## src/rtl/spi_pkg.sv

```systemverilog
// Shared types and sizing helpers for the SPI control FSM.
package spi_pkg;

    localparam int unsigned DefAddrBits = 7;
    localparam int unsigned DefDataBits = 8;

    typedef enum logic [2:0] {
        IDLE,
        GET_ADDR,
        GOT_ADDR,
        READ_LOAD,
        READ_SHIFT,
        WRITE_GET,
        WRITE_STORE,
        DONE
    } spi_state_e;

    // Wide enough to hold the longer of the two phases without wrapping.
    function automatic int unsigned cnt_width(input int unsigned addr_bits,
                                              input int unsigned data_bits);
        int unsigned longest;
        longest = (addr_bits + 1 > data_bits) ? addr_bits + 1 : data_bits;
        return $clog2(longest + 1);
    endfunction

endpackage

```

## src/rtl/spi_bit_counter.sv

```systemverilog
// Phase bit counter with synchronous clear and a terminal-count strobe against a runtime limit.
module spi_bit_counter #(
    parameter int unsigned Width = 4
) (
    input  logic             clk,
    input  logic             reset,
    input  logic             clear,
    input  logic             inc,
    input  logic [Width-1:0] limit,
    output logic             done
);

    logic [Width-1:0] count_q;

    // Fires on the increment that would reach the limit.
    assign done = inc && (count_q == limit - Width'(1));

    always_ff @(posedge clk or posedge reset) begin
        if (reset) begin
            count_q <= '0;
        end else if (clear) begin
            count_q <= '0;
        end else if (inc) begin
            count_q <= count_q + Width'(1);
        end
    end

endmodule

```

## src/rtl/spi_fsm.sv

```systemverilog
// SPI peripheral control FSM: sequences address, R/W and data phases of a frame.
// Optional abortFlag output enabled by defining SPI_FSM_ABORT_FLAG_EN.
module spi_fsm
    import spi_pkg::*;
#(
    parameter int unsigned addrBits = DefAddrBits,
    parameter int unsigned dataBits = DefDataBits
) (
    input  logic clk,
    input  logic reset,
    input  logic chipSelect,
    input  logic sclkPosEdge,
    input  logic sclkNegEdge,
    input  logic rwBit,
    output logic addrWe,
    output logic dmWe,
    output logic srLoad,
    output logic misoBufe
`ifdef SPI_FSM_ABORT_FLAG_EN
    ,
    output logic abortFlag
`endif
);

    localparam int unsigned CntW = cnt_width(addrBits, dataBits);
    localparam logic [CntW-1:0] AddrLimit = CntW'(addrBits + 1);
    localparam logic [CntW-1:0] DataLimit = CntW'(dataBits);

    spi_state_e state_q, state_d;

    logic            cnt_clear;
    logic            cnt_inc;
    logic            cnt_done;
    logic [CntW-1:0] cnt_limit;

    // Only the strobe that matters for the current phase is counted.
    always_comb begin
        cnt_inc   = 1'b0;
        cnt_limit = DataLimit;
        case (state_q)
            GET_ADDR: begin
                cnt_inc   = sclkPosEdge;
                cnt_limit = AddrLimit;
            end
            WRITE_GET:  cnt_inc = sclkPosEdge;
            READ_SHIFT: cnt_inc = sclkNegEdge;
            default:    cnt_inc = 1'b0;
        endcase
    end

    always_comb begin
        state_d = state_q;
        case (state_q)
            IDLE:        if (!chipSelect) state_d = GET_ADDR;
            GET_ADDR:    if (cnt_done) state_d = GOT_ADDR;
            GOT_ADDR:    state_d = rwBit ? READ_LOAD : WRITE_GET;
            READ_LOAD:   state_d = READ_SHIFT;
            READ_SHIFT:  if (cnt_done) state_d = DONE;
            WRITE_GET:   if (cnt_done) state_d = WRITE_STORE;
            WRITE_STORE: state_d = DONE;
            DONE:        state_d = DONE;
            default:     state_d = IDLE;
        endcase
        // Deasserted chip select overrides every other transition.
        if (state_q != IDLE && chipSelect) begin
            state_d = IDLE;
        end
    end

    assign cnt_clear = (state_d != state_q) || (state_q == IDLE);

    spi_bit_counter #(
        .Width (CntW)
    ) u_bit_counter (
        .clk   (clk),
        .reset (reset),
        .clear (cnt_clear),
        .inc   (cnt_inc),
        .limit (cnt_limit),
        .done  (cnt_done)
    );

    // Outputs are registered from the next state so they line up with state_q.
    always_ff @(posedge clk or posedge reset) begin
        if (reset) begin
            state_q  <= IDLE;
            addrWe   <= 1'b0;
            dmWe     <= 1'b0;
            srLoad   <= 1'b0;
            misoBufe <= 1'b0;
        end else begin
            state_q  <= state_d;
            addrWe   <= (state_d == GOT_ADDR);
            dmWe     <= (state_d == WRITE_STORE);
            srLoad   <= (state_d == READ_LOAD);
            misoBufe <= (state_d == READ_SHIFT);
        end
    end

`ifdef SPI_FSM_ABORT_FLAG_EN
    // Leaving DONE is a normal frame end, not an abort.
    always_ff @(posedge clk or posedge reset) begin
        if (reset) begin
            abortFlag <= 1'b0;
        end else begin
            abortFlag <= chipSelect && (state_q != IDLE) && (state_q != DONE);
        end
    end
`endif

endmodule

```

## config.mk

```make
export PLATFORM = sky130hd
export DESIGN_NAME = spi_fsm
export DESIGN_NICKNAME = d
export VERILOG_FILES = /design/src/rtl/spi_pkg.sv /design/src/rtl/spi_bit_counter.sv /design/src/rtl/spi_fsm.sv
export SDC_FILE = /design/constraint.sdc
export NUM_CORES = 1
export LEC_CHECK = 0
export ABC_CLOCK_PERIOD_IN_PS = 4300
export BUFFER_PORTS_ARGS = -buffer_cell sky130_fd_sc_hd__buf_2
export CORE_MARGIN = 2
export CORE_UTILIZATION = 41
export CTS_CLUSTER_SIZE = 20
export DETAILED_ROUTE_END_ITERATION = 8
export PLACE_DENSITY = 0.68
export SYNTH_ARGS = -nofsm -noshare
export SYNTH_HDL_FRONTEND = slang
export SYNTH_HIERARCHICAL = 1
export SYNTH_SLANG_ARGS = --single-unit
```

## constraint.sdc

```tcl
create_clock -name clk -period 4.3 [get_ports clk]
set_clock_uncertainty 0.2 [all_clocks]
set_input_delay 0.645 -clock clk [delete_from_list [all_inputs] [get_ports clk]]
set_output_delay 0.645 -clock clk [all_outputs]
set_load 0.03 [all_outputs]
```

==> results of run 1 <==
## logic make-up after synthesis
group,Yosys count,share of synthesized area
AND/OR/NAND/NOR,22,0.204
flip-flops,11,0.457
AO/OA/AOI/OAI,10,0.108
XOR/XNOR,8,0.116
buffers and inverters,6,0.0437
adder cells (fa/ha/maj),2,0.0416
other,2,0.0125
multiplexers,1,0.0166
## registers in the layout, summed over array words and instances (netlist names)
register	cells
u_bit_counter/count_q	4
state_q	3
addrWe	1
dmWe	1
misoBufe	1
srLoad	1
## Yosys cell counts
master / number / area [um2]
nand3b_1: 1 / 7.51
nand4_1: 1 / 6.26
inv_2: 1 / 3.75
a21oi_1: 4 / 20.0
xor2_1: 3 / 26.3
ha_1: 2 / 25.0
nor2_1: 5 / 18.8
nor2b_1: 2 / 12.5
mux2i_1: 1 / 10.0
or4_4: 1 / 11.3
a2111oi_2: 1 / 15.0
and4b_1: 1 / 10.0
nand3_1: 2 / 10.0
a21o_1: 1 / 7.51
clkbuf_4: 1 / 7.51
nand2b_1: 1 / 6.26
dfrtp_1: 11 / 275
nor3_1: 3 / 15.0
conb_1: 2 / 7.51
nand2_1: 4 / 15.0
o211ai_1: 1 / 7.51
nor3_2: 1 / 10.0
inv_1: 4 / 15.0
o21ai_0: 3 / 15.0
xnor2_1: 5 / 43.8
## routing by layer
layer | track usage | up-vias | routed length, um
met3 | 0.0647 | 2 | 64
met2 | 0.249 | 14 | 503
met5 | 0 | - | 0
li1 | - | 235 | -
met4 | 0.0750 | 0 | 14
met1 | 0.146 | 201 | 480
## power breakdown
group | switching (uW) | leakage [uW] | internal, uW
logic | 12.1 | 0.000162 | 8.76
clock network | 33.7 | 0.0000150 | 35.9
registers | 2.14 | 0.000151 | 105
total | 47.9 | 0.000328 | 149
## through the flow
stage	hold slack, ns	area, um2	instances	utilization	power, uW
finish	0.0511	707	95	0.530	197
global placement	0.346	681	91	0.510	128
global route	0.0568	707	95	0.530	211
floorplan	0.211	624	68	-	124
CTS	0.0468	707	95	0.530	201
detailed placement	0.347	681	91	0.510	129
## cell type report
type | instances | area (um2) | share of cell area
timing repair buffer | 9 | 45.0 | 0.0637
inverter | 5 | 18.8 | 0.0265
tap | 15 | 18.8 | 0.0265
multi-input combinational | 51 | 323 | 0.457
sequential | 11 | 275 | 0.389
clock buffer | 4 | 26.3 | 0.0372
## worst paths after layout
path / start / endpoint / slack, ns
min reg2reg: u_bit_counter/count_q[3]$_DFFE_PP0P_ / u_bit_counter/count_q[3]$_DFFE_PP0P_ / 0.38
min in group clk: u_bit_counter/count_q[3]$_DFFE_PP0P_ / u_bit_counter/count_q[3]$_DFFE_PP0P_ / 0.38
max in group asynchronous: reset / srLoad$_DFF_PP0_ / 3.59
max: state_q[0]$_DFF_PP0_ / u_bit_counter/count_q[0]$_DFFE_PP0P_ / 1.91
max reg2reg: state_q[0]$_DFF_PP0_ / u_bit_counter/count_q[0]$_DFFE_PP0P_ / 1.91
min: reset / u_bit_counter/count_q[2]$_DFFE_PP0P_ / 0.05
==> impl_metrics.json, run 1 <==
{
  "endpoint_kind": "flip-flop",
  "cts_buffers": 3,
  "setup_tns_ns": 0,
  "worstPathArrival_ns": 2.36,
  "post-dp-hpwl_um": 774,
  "peakVddDrop_uv": 149,
  "layout-drive-gt1-share": 0.200,
  "cts_tree": "yes",
  "layout_commonest_cell": "dfrtp_1",
  "synthDistinctLibCells": 25,
  "setup_viol": 0,
  "viasPerCell": 4.76,
  "grt_max_degree": 10,
  "cts_sinks": 11,
  "post-place-ws_ns": 1.75,
  "port_buffers": 9,
  "status": "finished, final reports clean",
  "hold_path.class": "input pin to asynchronous set/reset pin",
  "diodes": 0,
  "slowest_stage": "dfrtp_1",
  "r2r_cells": 8,
  "grt_use_total": 0.145,
  "critPathBufInv": 0,
  "fin_crit_ns": 2.39,
  "cts_setup_buffers": 0,
  "core_area_um2": 1330,
  "path_max_fanout": 8,
  "fill_cells": 132,
  "ys_seq_elements": 11,
  "hold_buffers": 0,
  "pin_count": 10,
  "clock_path_buffers": 2,
  "crit_type": "flip-flop to flip-flop",
  "routabilityCongestion": 0.749,
  "htreeDepth": 1,
  "overflow": 0,
  "power_density_nw_per_um2": 279,
  "drtIter0Drc": 12,
  "period_share": 0.556,
  "path_cells": "nand3b_1, a21oi_1, o211ai_1, a2111oi_2, nor2_1, o21ai_0, a21o_1, nor2_1",
  "die_x_um": 42.3,
  "cp-start-kind": "flip-flop",
  "via_count": 452,
  "mostFrequentLayoutCells": "dfrtp_1, buf_2, conb_1, nor2_1, xnor2_1",
  "fmax_mhz": 418,
  "wirelength_um": 1060,
  "floorplan.initialDensity": 0.451,
  "grt_pass1_wl_um": 1860,
  "fp-row-count": 13,
  "synthesis.instances": 62,
  "seq_area_frac_synth": 0.457,
  "cp_top_family": "compound AO/OA/AOI/OAI gates",
  "num-nets-final": 89,
  "routedWlPerCell_um": 11.2,
  "ys_warn_count": 6,
  "syn_area_per_cell_um2": 9.71,
  "setup_ws_ns": 1.91,
  "area_delta_synth_final_pct": 17.5,
  "clk_pin_slew_ns": 0.07,
  "syn_area_um2": 602,
  "p_leak_uw": 0.000328,
  "clock_latency_ns": 0.27,
  "cts_resized": 0,
  "antenna_found_initial": 0,
  "drt-pass1-iter-count": 4,
  "grt_setup_unrepaired": "no",
  "die_y_um": 42.3,
  "slowest_delay_ns": 0.46,
  "maxSlewViolCount": 0,
  "cp_num_cells": 8,
  "hold_violations": 0,
  "ant_nets": 0,
  "crit_top_cell": "nor2_1",
  "drcViolationCount": 0,
  "cp.required_ns": 4.26,
  "root_buffer": "clkbuf_4",
  "die-area_um2": 1790,
  "cap_viol_max_count": 0,
  "first_global_vias": 450
}
(Power assumes the default switching activity.)
==> run 2, diff against run 1 <==
--- a/config.mk
+++ b/config.mk
@@ -5,13 +5,13 @@
 export SDC_FILE = /design/constraint.sdc
 export NUM_CORES = 1
 export LEC_CHECK = 0
-export ABC_CLOCK_PERIOD_IN_PS = 4300
+export ABC_CLOCK_PERIOD_IN_PS = 2120
 export BUFFER_PORTS_ARGS = -buffer_cell sky130_fd_sc_hd__buf_2
 export CORE_MARGIN = 2
 export CORE_UTILIZATION = 41
 export CTS_CLUSTER_SIZE = 20
 export DETAILED_ROUTE_END_ITERATION = 8
-export PLACE_DENSITY = 0.68
+export PLACE_DENSITY = 0.71
 export SYNTH_ARGS = -nofsm -noshare
 export SYNTH_HDL_FRONTEND = slang
 export SYNTH_HIERARCHICAL = 1
==> constraint.sdc (replaced) <==
create_clock -name clk -period 2.12 [get_ports clk]
set_clock_uncertainty 0.2 [all_clocks]
set_input_delay 0.318 -clock clk [delete_from_list [all_inputs] [get_ports clk]]
set_output_delay 0.318 -clock clk [all_outputs]
set_load 0.03 [all_outputs]
==> run 2 against run 1 <==
  * Final cell count rose by 5.3%
  * Global-route usage fell by 1.8 points
  * Non-clock buffer count rose by 5
  * Setup slack got worse by 1.7 ns
  * Largest power group unchanged
==> impl_metrics.json, run 2 (synthesis results as in run 1) <==
{
  "diodes": 0,
  "worst_hold_slack_ns": 0.0984,
  "core_area_um2": 1330,
  "path_cells": "nand3b_1, a21oi_1, o211ai_1, a2111oi_4, nor2_1, o21ai_0, a21o_1, nor2_1",
  "status": "finished, final reports clean",
  "root_buffer": "clkbuf_4",
  "layout-drive-gt1-share": 0.235,
  "clock_path_buffers": 2,
  "grt_pass1_wl_um": 1710,
  "post-dp-hpwl_um": 809,
  "path_max_fanout": 4,
  "maxSlewViolCount": 0,
  "port_buffers": 9,
  "hold_violations": 0,
  "viasPerCell": 4.78,
  "cp_top_family": "compound AO/OA/AOI/OAI gates",
  "mostFrequentLayoutCells": "dfrtp_1, buf_2, conb_1, nor2_1, xnor2_1",
  "fin_crit_ns": 1.89,
  "p_total_uw": 405,
  "ant_nets": 0,
  "cts_sinks": 11,
  "grt_max_degree": 9,
  "overflow": 0,
  "setup_viol": 0,
  "power_density_nw_per_um2": 534,
  "worstPathArrival_ns": 1.85,
  "wirelength_um": 1020,
  "grt_setup_unrepaired": "no",
  "clk_pin_slew_ns": 0.07,
  "pin_count": 10,
  "crit_top_cell": "nor2_1",
  "drt-pass1-iter-count": 2,
  "setup_tns_ns": 0,
  "cts_tree": "yes",
  "fill_cells": 123,
  "fp-row-count": 13,
  "reg.largest.list": "u_bit_counter/count_q: 4 flops, state_q: 3 flops",
  "layout_commonest_cell": "dfrtp_1",
  "slowest_stage": "dfrtp_1",
  "num-nets-final": 94,
  "cp.required_ns": 2.07,
  "via_count": 478,
  "cp-start-kind": "flip-flop",
  "antenna_found_initial": 0,
  "area_delta_synth_final_pct": 26.2,
  "cap_viol_max_count": 0,
  "crit_type": "flip-flop to flip-flop",
  "routabilityCongestion": 0.725,
  "slowest_delay_ns": 0.39,
  "clock_latency_ns": 0.27,
  "first_global_vias": 432,
  "drcViolationCount": 0,
  "htreeDepth": 1,
  "top_register": "u_bit_counter/count_q",
  "critPathBufInv": 0,
  "largest_register_ffs": 4,
  "p_leak_uw": 0.000354,
  "grt_use_total": 0.127,
  "cts_buffers": 3,
  "peakVddDrop_uv": 401,
  "die-area_um2": 1790,
  "hold_path.class": "input pin to flip-flop",
  "floorplan.initialDensity": 0.451,
  "die_x_um": 42.3,
  "die_y_um": 42.3,
  "endpoint_kind": "flip-flop",
  "fmax_mhz": 528,
  "period_share": 0.894,
  "routedWlPerCell_um": 10.2,
  "drtIter0Drc": 12
}
## run 2: changes by cell type in the layout (fill, tap and decap cells not counted), sizes merged
| cell | before | now |
|---|---|---|
| dlygate4sd3 | 0 | 1 |
| buf | 9 | 13 |
## run 2: worst paths after layout
kind	from	cells after the start	slack, ns	endpoint
min in group asynchronous	reset	3	0.28	u_bit_counter/count_q[0]$_DFFE_PP0P_
max reg2reg	state_q[0]$_DFF_PP0_	8	0.23	u_bit_counter/count_q[1]$_DFFE_PP0P_
max in group asynchronous	reset	3	1.19	srLoad$_DFF_PP0_
min	chipSelect	2	0.1	state_q[2]$_DFF_PP0_
min reg2reg	u_bit_counter/count_q[3]$_DFFE_PP0P_	2	0.38	u_bit_counter/count_q[3]$_DFFE_PP0P_
max	state_q[0]$_DFF_PP0_	8	0.23	u_bit_counter/count_q[1]$_DFFE_PP0P_
## run 2: per-stage QoR
| step | setup slack, ns | cells | utilization | instance area, um2 |
|---|---|---|---|---|
| after floorplan | 0.0566 | 68 | - | 624 |
| after CTS | 0.124 | 100 | 0.560 | 747 |
| final | 0.225 | 100 | 0.569 | 759 |
| after detailed placement | 0.139 | 95 | 0.533 | 711 |
| after global routing | 0.0549 | 100 | 0.569 | 759 |
| after global placement | 0.193 | 95 | 0.533 | 711 |
## run 2: report_power, final
part,total (uW),switching (uW),internal (uW)
Sequential,214,2.17,212
Combinational,51.1,28.6,22.5
Clock,140,67.0,72.8
Total,405,97.7,308
## run 2: cell type report
cell class                      count  area [um2]  share of cell area
Timing Repair Buffer               14        85.1               0.112
Multi-Input combinational cell     51         335               0.442
Tap cell                           15        18.8              0.0247
Clock buffer                        4        26.3              0.0346
Sequential cell                    11         275               0.362
Inverter                            5        18.8              0.0247
## run 2: routing by layer
metal,part of all wire,vias up,track usage
met5,0,-,0
met4,0.013,0,0.0563
met3,0.051,2,0.0517
met2,0.46,10,0.203
met1,0.48,219,0.149
li1,-,247,-
## run 2: repair_timing
item | in CTS | in global routing
hold buffers | 1 | 0
gates resized for setup | 0 | 1
buffers inserted | 0 | 0
hold endpoints to repair | 11 | 0
setup endpoints to repair | 0 | 4
==> run 3, diff against run 2 <==
--- a/config.mk
+++ b/config.mk
@@ -9,6 +9,7 @@
 export BUFFER_PORTS_ARGS = -buffer_cell sky130_fd_sc_hd__buf_2
 export CORE_MARGIN = 2
 export CORE_UTILIZATION = 41
+export CTS_BUF_LIST = sky130_fd_sc_hd__clkbuf_8
 export CTS_CLUSTER_SIZE = 20
 export DETAILED_ROUTE_END_ITERATION = 8
 export PLACE_DENSITY = 0.71
==> run 3 against run 2 <==
  * Final area rose by 2.5%
  * Final cell count did not move
  * Flip-flop and latch count is the same
  * Clock-buffer cell count decreased by 1
  * Core utilization increased by 1.4 points
  * Combinational power hardly changed
  * First-iteration DRC count rose by 25%
==> impl_metrics.json, run 3 (synthesis results as in run 1) <==
{
  "floorplan.initialDensity": 0.451,
  "routedWlPerCell_um": 10.7,
  "fp-row-count": 13,
  "top_register": "u_bit_counter/count_q",
  "slowest_stage": "dfrtp_1",
  "num-nets-final": 94,
  "cp_top_family": "compound AO/OA/AOI/OAI gates",
  "ant_nets": 0,
  "die-area_um2": 1790,
  "antenna_found_initial": 0,
  "worstPathArrival_ns": 1.84,
  "status": "finished, final reports clean",
  "die_y_um": 42.3,
  "overflow": 0,
  "routabilityCongestion": 0.725,
  "multi_input_area_um2": 335,
  "first_global_vias": 455,
  "peakVddDrop_uv": 373,
  "clk_pin_slew_ns": 0.05,
  "wirelength_um": 1070,
  "reg.largest.list": "u_bit_counter/count_q: 4 flops, state_q: 3 flops",
  "post-dp-hpwl_um": 809,
  "fmax_mhz": 521,
  "grt_max_degree": 9,
  "drt-pass1-iter-count": 4,
  "p_leak_uw": 0.000366,
  "power_density_nw_per_um2": 594,
  "largest_register_ffs": 4,
  "instances_no_fill": 100,
  "grt_use_total": 0.132,
  "hold_violations": 0,
  "pin_count": 10,
  "mostFrequentLayoutCells": "dfrtp_1, buf_2, conb_1",
  "path_cells": "nand3b_1, a21oi_1, o211ai_1, a2111oi_4, nor2_1, o21ai_0, a21o_1, nor2_1",
  "cts_tree": "yes",
  "clock_latency_ns": 0.23,
  "fin_crit_ns": 1.92,
  "layout-drive-gt1-share": 0.235,
  "crit_top_cell": "nor2_1",
  "critPathBufInv": 0,
  "fill_cells": 125,
  "core_area_um2": 1330,
  "hold_path.class": "input pin to flip-flop",
  "port_buffers": 9,
  "maxSlewViolCount": 0,
  "area_delta_synth_final_pct": 29.3,
  "grt_use_met1": 0.151,
  "cp-start-kind": "flip-flop",
  "cts_sinks": 11,
  "setup_tns_ns": 0,
  "post-place-cells": 95,
  "crit_type": "flip-flop to flip-flop",
  "viasPerCell": 4.79,
  "diodes": 0,
  "grt_setup_unrepaired": "no",
  "cp.required_ns": 2.04,
  "cts_buffers": 3,
  "period_share": 0.906,
  "root_buffer": "clkbuf_8",
  "slowest_delay_ns": 0.39,
  "grt_use_met3": 0.0517,
  "endpoint_kind": "flip-flop",
  "die_x_um": 42.3,
  "clock_path_buffers": 2,
  "path_max_fanout": 4,
  "top_usage_layer": "met2",
  "layout_commonest_cell": "dfrtp_1",
  "seq_area_um2": 275,
  "grt_use_met2": 0.228,
  "via_count": 479,
  "cap_viol_max_count": 0,
  "grt_pass1_wl_um": 1790,
  "setup_viol": 0,
  "htreeDepth": 1,
  "drtIter0Drc": 15,
  "drcViolationCount": 0
}
==> run 3: cell types whose count changed in the layout (fill, tap and decap cells not counted) <==
cell	change
clkbuf_4	-3
inv_1	+1
clkbuf_1	-1
clkbuf_8	+3
==> run 3: path summary, 6_finish.rpt <==
| check | startpoint | end | slack [ns] | cells past startpoint |
|---|---|---|---|---|
| min reg2reg | u_bit_counter/count_q[3]$_DFFE_PP0P_ | u_bit_counter/count_q[3]$_DFFE_PP0P_ | 0.37 | 2 |
| max reg2reg | state_q[0]$_DFF_PP0_ | u_bit_counter/count_q[2]$_DFFE_PP0P_ | 0.20 | 8 |
| min in group asynchronous | reset | u_bit_counter/count_q[1]$_DFFE_PP0P_ | 0.31 | 3 |
| max in group asynchronous | reset | misoBufe$_DFF_PP0_ | 1.15 | 3 |
| min | chipSelect | state_q[2]$_DFF_PP0_ | 0.14 | 2 |
| max | state_q[0]$_DFF_PP0_ | u_bit_counter/count_q[2]$_DFFE_PP0P_ | 0.20 | 8 |
==> run 3: layer usage <==
metal / up-vias / part of all wire
li1: 245 / -
met1: 224 / 0.47
met2: 10 / 0.48
met3: 0 / 0.045
met4: 0 / 0
met5: - / 0
==> run 3: worst reg2reg max path: cells and delay by family (launching register included) <==
family | cells | cell delay, ns
AOI/OAI and AO/OA | 5 | 0.92
DFF | 1 | 0.39
and+or+nand+nor | 3 | 0.30
==> run 3: cell type report <==
cell class / instances / area share
Multi-Input combinational cell: 51 / 0.431
Clock inverter: 1 / 0.00482
Sequential cell: 11 / 0.354
Tap cell: 15 / 0.0241
Timing Repair Buffer: 14 / 0.109
Clock buffer: 3 / 0.0531
Inverter: 5 / 0.0241
==> run 3: where the power goes <==
| group | internal (uW) | switching [uW] | leakage, uW | total (uW) |
|---|---|---|---|---|
| combinational | 22.5 | 28.7 | 0.000188 | 51.2 |
| sequential | 213 | 2.22 | 0.000151 | 215 |
| clock | 126 | 69.5 | 0.0000269 | 196 |
==> run 3: stage by stage <==
stage | utilization | area [um2] | setup WS, ns | power, uW | hold slack (ns)
3_5_place_dp | 0.533 | 711 | 0.139 | 265 | 0.0156
6_report | 0.583 | 778 | 0.199 | 462 | 0.136
5_1_grt | 0.583 | 778 | 0.0609 | 491 | 0.148
4_1_cts | 0.574 | 766 | 0.109 | 466 | 0.131
2_1_floorplan | - | 624 | 0.0566 | 252 | -0.116
3_3_place_gp | 0.533 | 711 | 0.193 | 264 | 0.0130
==> run 3: timing repair <==
action	in CTS	in global routing
gates resized for setup	0	1
endpoints found under the hold margin	11	0
setup endpoints to repair	0	4
hold buffers	1	0
setup buffers	0	0
